[config.mk]
export PLATFORM = sky130hd
export DESIGN_NAME = db15_pad_scanner
export DESIGN_NICKNAME = d
export VERILOG_FILES = /design/src/rtl/db15_pad_scanner.sv
export SDC_FILE = /design/constraint.sdc
export NUM_CORES = 1
export LEC_CHECK = 0
export ABC_AREA = 0
export BUFFER_PORTS_ARGS = -buffer_cell sky130_fd_sc_hd__buf_2
export CORE_UTILIZATION = 50
export CTS_CLUSTER_SIZE = 40
export DETAILED_ROUTE_END_ITERATION = 8
export GPL_ROUTABILITY_DRIVEN = 1
export PLACE_DENSITY = 0.77
export SLEW_MARGIN = 15
export SYNTH_ARGS = -nofsm -noshare
export SYNTH_HDL_FRONTEND = slang
export SYNTH_SLANG_ARGS = --single-unit
[constraint.sdc]
create_clock -name MCLK -period 8.8 [get_ports MCLK]
set_input_delay 2.2 -clock MCLK [delete_from_list [all_inputs] [get_ports MCLK]]
set_output_delay 2.2 -clock MCLK [all_outputs]
set_load 0.01 [all_outputs]
[src/rtl/db15_pad_scanner.sv]
// Scans two daisy-chained DB15 pads (32 serial bits), two-scan filtered; outputs update 1 MCLK after each scan's UPDATE.
// Latency: a steady change appears at the second complete scan after the pads latch it. No backpressure: free-running.
module db15_pad_scanner #(
  parameter int CLK_DIV   = 24,
  parameter int GAP_TICKS = 64
) (
  input  logic        MCLK,
  input  logic        RESET,
  input  logic        JOY_DATA,
  output logic        JOY_CLK,
  output logic        JOY_LOAD,
  output logic [15:0] joystick1,
  output logic [15:0] joystick2,
  output logic        scan_done
);

  typedef enum logic [2:0] {S_GAP, S_LOAD, S_SHIFT_LO, S_SHIFT_HI, S_UPDATE} state_t;

  localparam logic [7:0] DIV_MAX = 8'(CLK_DIV - 1);
  localparam logic [9:0] GAP_MAX = 10'(GAP_TICKS - 1);

  state_t      state_q, state_d;
  logic [7:0]  div_q, div_d;
  logic [4:0]  bit_q, bit_d;
  logic [9:0]  gap_q, gap_d;
  logic [31:0] sh_q, sh_d;
  logic [31:0] prev_q, prev_d;
  logic [15:0] joy1_q, joy1_d;
  logic [15:0] joy2_q, joy2_d;
  logic [1:0]  sync_q, sync_d;
  logic        jclk_q, jclk_d;
  logic        jload_q, jload_d;
  logic        done_q, done_d;
  logic        tick;

  always_comb begin
    state_d = state_q;
    div_d   = div_q;
    bit_d   = bit_q;
    gap_d   = gap_q;
    sh_d    = sh_q;
    prev_d  = prev_q;
    joy1_d  = joy1_q;
    joy2_d  = joy2_q;
    done_d  = 1'b0;
    sync_d  = {sync_q[0], JOY_DATA};
    tick    = (div_q == DIV_MAX);

    // Divider is frozen in UPDATE, which makes every scan one MCLK longer than its tick count.
    if (state_q != S_UPDATE) begin
      div_d = tick ? 8'd0 : div_q + 8'd1;
    end

    case (state_q)
      S_GAP: begin
        if (tick) begin
          if (gap_q == GAP_MAX) begin
            state_d = S_LOAD;
            bit_d   = 5'd0;
          end else begin
            gap_d = gap_q + 10'd1;
          end
        end
      end
      // Bit counter doubles as the two-tick load timer.
      S_LOAD: begin
        if (tick) begin
          if (bit_q == 5'd1) begin
            state_d = S_SHIFT_LO;
            bit_d   = 5'd0;
          end else begin
            bit_d = bit_q + 5'd1;
          end
        end
      end
      S_SHIFT_LO: begin
        if (tick) begin
          sh_d    = {sh_q[30:0], sync_q[1]};
          state_d = S_SHIFT_HI;
        end
      end
      S_SHIFT_HI: begin
        if (tick) begin
          if (bit_q == 5'd31) begin
            state_d = S_UPDATE;
          end else begin
            bit_d   = bit_q + 5'd1;
            state_d = S_SHIFT_LO;
          end
        end
      end
      S_UPDATE: begin
        done_d = 1'b1;
        if (sh_q == prev_q) begin
          joy1_d = ~sh_q[31:16];
          joy2_d = ~sh_q[15:0];
        end
        prev_d  = sh_q;
        gap_d   = 10'd0;
        state_d = S_GAP;
      end
      default: state_d = S_GAP;
    endcase

    // Pins are registered from the next state so they change on the same edge as the state.
    jclk_d  = (state_d != S_SHIFT_LO);
    jload_d = (state_d != S_LOAD);
  end

  always_ff @(posedge MCLK or posedge RESET) begin
    if (RESET) begin
      state_q <= S_GAP;
      div_q   <= 8'd0;
      bit_q   <= 5'd0;
      gap_q   <= 10'd0;
      sh_q    <= 32'd0;
      prev_q  <= 32'd0;
      joy1_q  <= 16'd0;
      joy2_q  <= 16'd0;
      sync_q  <= 2'b11;
      jclk_q  <= 1'b1;
      jload_q <= 1'b1;
      done_q  <= 1'b0;
    end else begin
      state_q <= state_d;
      div_q   <= div_d;
      bit_q   <= bit_d;
      gap_q   <= gap_d;
      sh_q    <= sh_d;
      prev_q  <= prev_d;
      joy1_q  <= joy1_d;
      joy2_q  <= joy2_d;
      sync_q  <= sync_d;
      jclk_q  <= jclk_d;
      jload_q <= jload_d;
      done_q  <= done_d;
    end
  end

  assign JOY_CLK   = jclk_q;
  assign JOY_LOAD  = jload_q;
  assign joystick1 = joy1_q;
  assign joystick2 = joy2_q;
  assign scan_done = done_q;

endmodule

==> run_results.csv, run 1 <==
group,metric,value,unit
status,status,"complete, no violations",
timing,finalCritPeriodShare,37.9,%
worst_setup_path,slowest_stage,"dfstp_2",
cts,numCtsBuffers,17,
timing,holdWs,0.366,ns
drt,drtIter0Drc,158,
finish,drive_gt1_share,20.2,%
drt,wirelength,10.3,mm
floorplan,fp.coreArea,10800,um2
synth,postSynthAreaPerCell,10.9,um2
timing,setup_viol,0,
worst_setup_path,timing.critical_path.max_delay_family,"flip-flops",
timing,max_freq,300,MHz
drt,remaining_drc_errors,0,
cts,ctsHtreeMaxLevel,4,
finish,final_cell_mix,"dfrtp_1 (123), nand2_1 (116), buf_2 (37)",
power_and_ir_drop,total_power,0.00123,W
timing,worst_slew_margin_rel,40.2,%
synth,ys_async_sr_fraction,100,%
hold_path,min_to,"sync_q[1]",
finish,layout.area.seq,3180,um2
synth,seq_area_frac_synth,57.1,%
job,maxCapViolCount,0,
timing,maxSlewViolCount,0,
floorplan,initial_core_util,51.4,%
timing,period_minus_slack,3.34,ns
synth,synth_cells,512,
placement,place_inst,673,
synth,synth_warnings,0,
timing,tightest_slew,0.897,ns
cts,cts.sinks,127,
drt,avgRoutedWirePerCell,14.6,um
cts,cts-root-buf,"clkbuf_8",
synth,synth.area.top_cells,"dfrtp_1 (55%), nand2_1 (7.8%), mux2_2 (6.5%), mux2i_1 (6.1%), xor2_1 (4.6%)",
global_routing,grt_start_max_net_pins,76,
drt,vias,3617,
synth,ys.flop_type,"dfrtp_1",
worst_setup_path,criticalPathCategory,"register to output port",
synth,yosysTopAreaCell,"dfrtp_1",
worst_setup_path,cp_max_fo,1,
global_routing,grt_pass1_wl,17.4,mm
timing,finalHoldViolCount,0,
floorplan,die_w,108,um
global_routing,grt_pass1_vias,3586,
synth,synth_edf_count,0,
synth,yosysUniqueCellTypes,44,
global_routing,grt_overflow,0,
cts,hold_buffers,0,
worst_setup_path,reg2regPathDepth,8,
worst_setup_path,crit_chain,"buf_2",
placement,place_congestion,0.776,
hold_path,hold_start,"sync_q[0]",
cts,post_cts_buffers,0,
finish,layout.nets,560,
placement,hpwl,6.49,mm
cts,cts_max_path_buffers,2,
worst_setup_path,r2r-end,"joystick2[5]",
placement,port-buffer-count,37,
drt,routed_via_density,5.14,
power_and_ir_drop,powerDensity,191,nW/um2
worst_setup_path,cp-start-kind,"register",
finish,layout_commonest_cell,"dfrtp_1",
finish,final_cells,704,
worst_setup_path,path_buf_inv,1,
timing,rsz0062_at_grt,"false",
finish,multi_input_area,2140,um2
synth,synth_top_area_share,55.2,%
global_routing,antenna_found_initial,0,
floorplan,dieArea,11600,um2
worst_setup_path,reg2reg_slack,5.63,ns
global_routing,grt.total_usage,19.7,%
worst_setup_path,required,6.60,ns
cts,clkTransAtPathRegs,0.06,ns
cts,clkLatencyLatePin,0.51,ns
finish,n_antenna_cell,0,
hold_path,whs_path_depth,0,
timing,tns,0,ns
synth,synth_nets,520,
power_and_ir_drop,leakage,3.34,nW
drt,firstDrtPassIters,4,
drt,ant_nets,0,
finish,synthToLayoutAreaGrowth,14.9,%
hold_path,hold_path_class,"register to register",
floorplan,row_count,38,
power_and_ir_drop,ir_worst_vdd,0.106,mV
finish,n_fill_cell,876,
worst_setup_path,end_kind,"output port",
cts,cts_tree,"done",
worst_setup_path,max_stage_delay,0.51,ns
cts,ctsResizeCount,0,
worst_setup_path,cp_data_arrival_time,1.14,ns
worst_setup_path,r2r-start,"state_q[1]",
floorplan,dieHeight,108,um
synth,synth_area,5570,um2
floorplan,num_io_pins,38,
synth,ys_ff_latch,127,
timing,skew,0.0121,ns
==> final cells by class <==
cell class | count | area share [%]
timing repair buffer | 42 | 3.48
clock inverter | 10 | 1.41
multi-input combinational | 327 | 33.5
tap | 140 | 2.73
inverter | 37 | 2.21
sequential | 127 | 49.7
clock buffer | 21 | 7.01
==> report_power, final <==
part / switching, W / internal, W
clock network: 0.000243 / 0.000385
logic: 0.0000109 / 0.000000690
registers: 0.000000162 / 0.000585
total: 0.000254 / 0.000971
==> cell usage after synthesis, types with 2 or more instances <==
cell / count
nor4_1: 8
mux2i_1: 34
o21ai_0: 13
buf_1: 3
clkbuf_1: 10
a31oi_1: 2
a21oi_1: 4
nor3b_1: 2
or2_2: 2
xnor2_1: 15
a21o_1: 2
xor2_1: 29
dfrtp_1: 123
inv_1: 36
buf_6: 3
nand2b_1: 2
dfstp_2: 4
nand2_1: 116
or3_1: 2
nand4_1: 4
nand3_1: 11
nor2_1: 18
buf_2: 5
mux2_2: 32
nor3_1: 7
ha_1: 5
and3_1: 3
==> registers in the layout, summed over array words and instances (netlist names) <==
| register | count |
|---|---|
| JOY_LOAD | 1 |
| scan_done | 1 |
| bit_q | 5 |
| sync_q | 2 |
| state_q | 3 |
| joystick2 | 16 |
| sh_q | 32 |
| prev_q | 32 |
| div_q | 8 |
| gap_q | 10 |
| JOY_CLK | 1 |
| joystick1 | 16 |
==> layer usage <==
layer | vias up | wire length (um) | global-route usage, %
met4 | 0 | 112 | 7.05
li1 | 1764 | - | -
met2 | 65 | 5140 | 32.3
met5 | - | 0 | 0
met1 | 1775 | 4660 | 25.5
met3 | 13 | 343 | 4.84
==> worst max-delay path by stage <==
stage / startpoint / to / cells after the start
final: JOY_CLK / JOY_CLK / 1
after CTS: JOY_LOAD / JOY_LOAD / 1
after global routing: RESET / joystick1[5] / 3
after global placement: RESET / joystick1[10] / 3
after floorplan: RESET / bit_q[0] / 1
after detailed placement: RESET / joystick1[8] / 3
==> cell families (layout without fill, tap and decap cells) <==
kind of cell	count (synthesis)	count (layout)	synth area share (%)
mux	66	66	12.6
buf+inv	58	110	4.42
compound gates	28	28	2.99
simple gates	184	184	14.9
fa+ha+maj	5	5	1.12
flops	127	127	57.1
xor+xnor	44	44	6.92
==> through the flow <==
step	setup WS [ns]	cell area [um2]	util (%)
2_1_floorplan	3.22	5570	-
3_3_place_gp	5.08	5870	54.1
3_5_place_dp	5.02	5870	54.1
4_1_cts	5.43	6400	59.1
5_1_grt	5.36	6400	59.1
6_report	5.46	6400	59.1
Power figures use the tool's default switching activity.
==> run 2: changes to the inputs <==
PLACE_DENSITY = 0.8   (was 0.77)
clock period = 2.9 ns   (was 8.8 ns; I/O delays follow)
==> run 2 against run 1 <==
Core utilization rose by 0.52 points; highest routed layer unchanged; total power increased to 3.1 times the previous value; hold slack got worse by 0.14 ns; the run now ends with DRC left; sequential power grew to 3.0 times the previous value; setup slack got worse by 5.0 ns; first-iteration DRC count up 25%; cell area increased by 0.88%; largest power group unchanged; global-route usage is 2.3 points higher; non-clock buffer count grew 4; via count rose by 3.6%.
==> run_results.csv, run 2 (same netlist as run 1, synthesis figures left out) <==
group,metric,value,unit
status,status,"finished with violations",
status,violations,"DRC",
timing,period_minus_slack,2.40,ns
finish,n_antenna_cell,0,
floorplan,num_io_pins,38,
global_routing,grt_pass1_vias,3930,
worst_setup_path,max_stage_delay,0.58,ns
finish,synthToLayoutAreaGrowth,15.9,%
worst_setup_path,end_kind,"register",
finish,final_cell_mix,"dfrtp_1 (123), nand2_1 (116), buf_2 (37)",
drt,wirelength,11.4,mm
drt,avgRoutedWirePerCell,16.1,um
timing,tightest_slew,0.634,ns
global_routing,grt_overflow,0,
drt,drtIter0Drc,197,
global_routing,grt_start_max_net_pins,71,
cts,post_cts_buffers,0,
timing,worst_slew_margin_rel,57.7,%
floorplan,initial_core_util,51.4,%
worst_setup_path,reg2reg_slack,0.50,ns
finish,drive_gt1_share,20.3,%
worst_setup_path,cp-start-kind,"register",
placement,port-buffer-count,37,
cts,cts_tree,"done",
placement,place_congestion,0.764,
timing,finalCritPeriodShare,82.7,%
worst_setup_path,cp_max_fo,14,
timing,rsz0062_at_grt,"false",
drt,vias,3749,
finish,top_regs,"prev_q x32, sh_q x32",
finish,fin_util,59.6,%
cts,ctsHtreeMaxLevel,4,
cts,numCtsBuffers,17,
global_routing,antenna_found_initial,0,
timing,max_freq,417,MHz
timing,setup_viol,0,
finish,layout_commonest_cell,"dfrtp_1",
cts,clkTransAtPathRegs,0.06,ns
floorplan,dieHeight,108,um
worst_setup_path,reg2regPathDepth,6,
timing,tns,0,ns
placement,place_inst,677,
floorplan,row_count,38,
finish,layout.nets,564,
drt,routed_via_density,5.31,
drt,remaining_drc_errors,2,
floorplan,dieArea,11600,um2
floorplan,die_w,108,um
timing,maxSlewViolCount,0,
hold_path,hold_path_class,"input pin to asynchronous set/reset pin",
cts,cts_max_path_buffers,2,
job,maxCapViolCount,0,
cts,cts-root-buf,"clkbuf_8",
cts,clkLatencyLatePin,0.52,ns
placement,hpwl,7.35,mm
timing,finalHoldViolCount,0,
worst_setup_path,r2r-start,"sh_q[27]",
worst_setup_path,r2r-end,"joystick2[4]",
worst_setup_path,required,3.33,ns
finish,final_cells,706,
worst_setup_path,slowest_stage,"nor4_4",
worst_setup_path,criticalPathCategory,"register to register",
floorplan,fp.coreArea,10800,um2
worst_setup_path,cp_data_arrival_time,2.83,ns
cts,cts.sinks,127,
timing,skew,0.00778,ns
drt,ant_nets,0,
power_and_ir_drop,ir_worst_vdd,0.574,mV
global_routing,grt.total_usage,22.1,%
cts,hold_buffers,0,
global_routing,grt_pass1_wl,19.1,mm
cts,ctsResizeCount,0,
power_and_ir_drop,leakage,3.37,nW
drt,firstDrtPassIters,7,
worst_setup_path,crit_chain,"xor2_1 > nor4_1 > nand3_1 > nor4_4 > buf_4 > mux2i_1",
power_and_ir_drop,powerDensity,592,nW/um2
## run 2: worst max path at each step
| stage | startpoint | end | slack, ns | cells past startpoint |
|---|---|---|---|---|
| global placement | div_q[0] | sh_q[27] | 0.62 | 6 |
| global route | sh_q[27] | joystick2[4] | 0.28 | 6 |
| finish | sh_q[27] | joystick2[4] | 0.50 | 6 |
| floorplan | RESET | bit_q[0] | 0.61 | 1 |
| CTS | sh_q[27] | joystick2[4] | 0.47 | 6 |
| detailed placement | sh_q[1] | joystick2[10] | 0.55 | 6 |
## run 2: stage by stage
step / worst slack (ns) / power, W / hold WS (ns) / area, um2
2_1_floorplan: 0.611 / 0.00183 / 0.345 / 5580
3_3_place_gp: 0.615 / 0.00185 / 0.350 / 5910
3_5_place_dp: 0.550 / 0.00185 / 0.349 / 5910
4_1_cts: 0.475 / 0.00386 / 0.215 / 6460
5_1_grt: 0.280 / 0.00394 / 0.230 / 6460
6_report: 0.501 / 0.00382 / 0.227 / 6460
## run 2: cell type report
type                            count  area, um2
Clock inverter                      6       85.1
Multi-Input combinational cell    327       2140
Inverter                           37        143
Fill cell                         862       4380
Tap cell                          140        175
Clock buffer                       23        467
Timing Repair Buffer               46        265
Sequential cell                   127       3180
## run 2: critical path: cells and delay by family, from the launching register on
kind	cells	cell delay, ns
AND/OR/NAND/NOR	3	1.05
XOR/XNOR	1	0.20
flip-flops	1	0.43
multiplexers	1	0.25
buffers and inverters	1	0.38
## run 2: layer usage
layer / part of all wire (%) / up-vias / global-route usage, %
li1: - / 1762 / -
met1: 42 / 1896 / 26.3
met2: 53 / 82 / 38.3
met3: 4.2 / 9 / 5.57
met4: 1.1 / 0 / 8.51
met5: 0 / - / 0
## run 2: power breakdown
part	leakage, nW	switching (W)	internal, W
Combinational	1.36	0.0000355	0.00000578
Sequential	1.75	0.000000328	0.00178
Clock	0.266	0.000732	0.00127
Total	3.37	0.000768	0.00305
==> run 3: changes to the inputs <==
clock period = 2.1 ns   (was 2.9 ns; I/O delays follow)
==> run 3 against run 2 <==
The run now ends clean; cell area grew 4.7%; maximum frequency grew 18%; largest cell class unchanged; register-to-register slack lost 0.43 ns; critical path type unchanged; global-route usage shrank 0.26 points; first-iteration DRC count shrank 8.6%.
==> run_results.csv, run 3 (same netlist as run 1, synthesis figures left out) <==
group,metric,value,unit
status,status,"complete, no violations",
drt,firstDrtPassIters,4,
timing,fin_ws,0.0672,ns
placement,hpwl,6.86,mm
worst_setup_path,slowest_stage,"dfrtp_1",
finish,final_cell_mix,"dfrtp_1 (122), nand2_1 (116), buf_2 (37)",
drt,drtIter0Drc,180,
power_and_ir_drop,powerDensity,811,nW/um2
power_and_ir_drop,ir_worst_vdd,0.565,mV
worst_setup_path,cp-start-kind,"register",
power_and_ir_drop,leakage,3.53,nW
finish,layout.nets,582,
cts,cts-root-buf,"clkbuf_8",
floorplan,row_count,38,
placement,port-buffer-count,37,
placement,place_congestion,0.853,
cts,clkTransAtPathRegs,0.06,ns
worst_setup_path,end_kind,"register",
finish,drive_gt1_share,25.2,%
placement,place_ws,0.000910,ns
timing,max_freq,492,MHz
timing,finalCritPeriodShare,96.8,%
global_routing,grt_start_max_net_pins,128,
drt,vias,3884,
finish,synthToLayoutAreaGrowth,21.4,%
timing,skew,0.00744,ns
cts,ctsHtreeMaxLevel,4,
power_and_ir_drop,total_power,0.00548,W
global_routing,grt_overflow,0,
timing,maxSlewViolCount,0,
timing,tns,0,ns
timing,rsz0062_at_grt,"true",
cts,cts_max_path_buffers,2,
global_routing,grt.total_usage,21.8,%
floorplan,dieHeight,108,um
finish,n_fill_cell,830,
floorplan,die_w,108,um
drt,ant_nets,0,
timing,period_minus_slack,2.03,ns
hold_path,hold_path_class,"input pin to register",
cts,cts_tree,"done",
cts,hold_buffers,0,
timing,worst_slew_margin_rel,55.5,%
global_routing,grt_pass1_wl,19.1,mm
drt,avgRoutedWirePerCell,16.6,um
drt,remaining_drc_errors,0,
finish,fin_util,62.4,%
cts,cts.sinks,127,
timing,tightest_slew,0.667,ns
placement,place_inst,690,
worst_setup_path,path_buf_inv,0,
floorplan,dieArea,11600,um2
global_routing,grt_pass1_vias,3994,
finish,final_cells,727,
worst_setup_path,crit_top_cell,"ha_1",
worst_setup_path,max_stage_delay,0.42,ns
drt,routed_via_density,5.34,
worst_setup_path,timing.critical_path.max_delay_family,"compound AO/OA/AOI/OAI gates",
job,maxCapViolCount,0,
worst_setup_path,cp_max_fo,9,
finish,top_regs,"prev_q x32, sh_q x32",
worst_setup_path,cp_data_arrival_time,2.49,ns
worst_setup_path,crit_chain,"ha_1 > and3_1 > ha_1 > o21ai_1 > o2111ai_4 > o21ai_0 > a22o_1",
timing,setup_viol,0,
floorplan,num_io_pins,38,
global_routing,antenna_found_initial,0,
worst_setup_path,criticalPathCategory,"register to register",
worst_setup_path,required,2.56,ns
finish,layout_commonest_cell,"dfrtp_1",
finish,n_antenna_cell,0,
cts,numCtsBuffers,17,
cts,clkLatencyLatePin,0.52,ns
drt,wirelength,12.1,mm
timing,finalHoldViolCount,0,
floorplan,initial_core_util,51.4,%
floorplan,fp.coreArea,10800,um2
## run 3: cell count changes in the layout (fill, tap and decap cells not counted), sizes merged
cell | before | now
bufinv | 2 | 3
clkinv | 2 | 7
clkbuf | 23 | 21
buf | 46 | 63
clkinvlp | 3 | 2
inv | 36 | 37
## run 3: worst paths after layout
path	startpoint	endpoint	slack [ns]	depth (start not counted)
worst max-delay path	bit_q[0]	bit_q[3]	0.07	7
worst min-delay path	JOY_DATA	sync_q[0]	0.1	1
worst max register to register	bit_q[0]	bit_q[3]	0.07	7
worst min register to register	sync_q[0]	sync_q[1]	0.36	0
max in group asynchronous	RESET	sh_q[5]	1.40	3
min in group asynchronous	RESET	prev_q[6]	0.18	3
## run 3: final cells by class
class	count	area, um2	share of cell area (%)
Sequential cell	127	3180	47.1
Multi-Input combinational cell	327	2210	32.6
Timing Repair Buffer	64	450	6.66
Clock buffer	20	445	6.59
Tap cell	140	175	2.59
Clock inverter	12	160	2.37
Inverter	37	143	2.11
## run 3: layer usage
metal  track usage [%]  part of all wire [%]  vias to the layer above
met3              5.75                   4.2                       19
met5                 0                     0                        -
li1                  -                     -                     1808
met2              36.2                    51                      101
met1              27.0                    43                     1956
met4              9.10                   1.7                        0
## run 3: timing repair
item	4_1_cts	5_1_grt
pin swaps	1	6
endpoints found under the setup margin	4	44
gates resized for setup	1	16
buffers inserted	0	3
cloned	0	2
## run 3: power breakdown
part | switching (W) | internal [W] | total, W
sequential | 0.000000769 | 0.00245 | 0.00245
clock | 0.00110 | 0.00188 | 0.00298
combinational | 0.0000458 | 0.00000559 | 0.0000514
total | 0.00115 | 0.00434 | 0.00548
## run 3: worst reg2reg max path, stage by stage, from the launching register on
cell	delay, ns
dfrtp_1	0.42
ha_1	0.25
and3_1	0.19
ha_1	0.24
o21ai_1	0.24
o2111ai_4	0.21
o21ai_0	0.26
a22o_1	0.15
## run 3: per-stage QoR
step	hold slack, ns	instance area [um2]
floorplan	0.345	5580
global placement	0.348	6030
detailed placement	0.351	6030
CTS	0.0863	6640
global route	0.0895	6760
finish	0.0987	6760
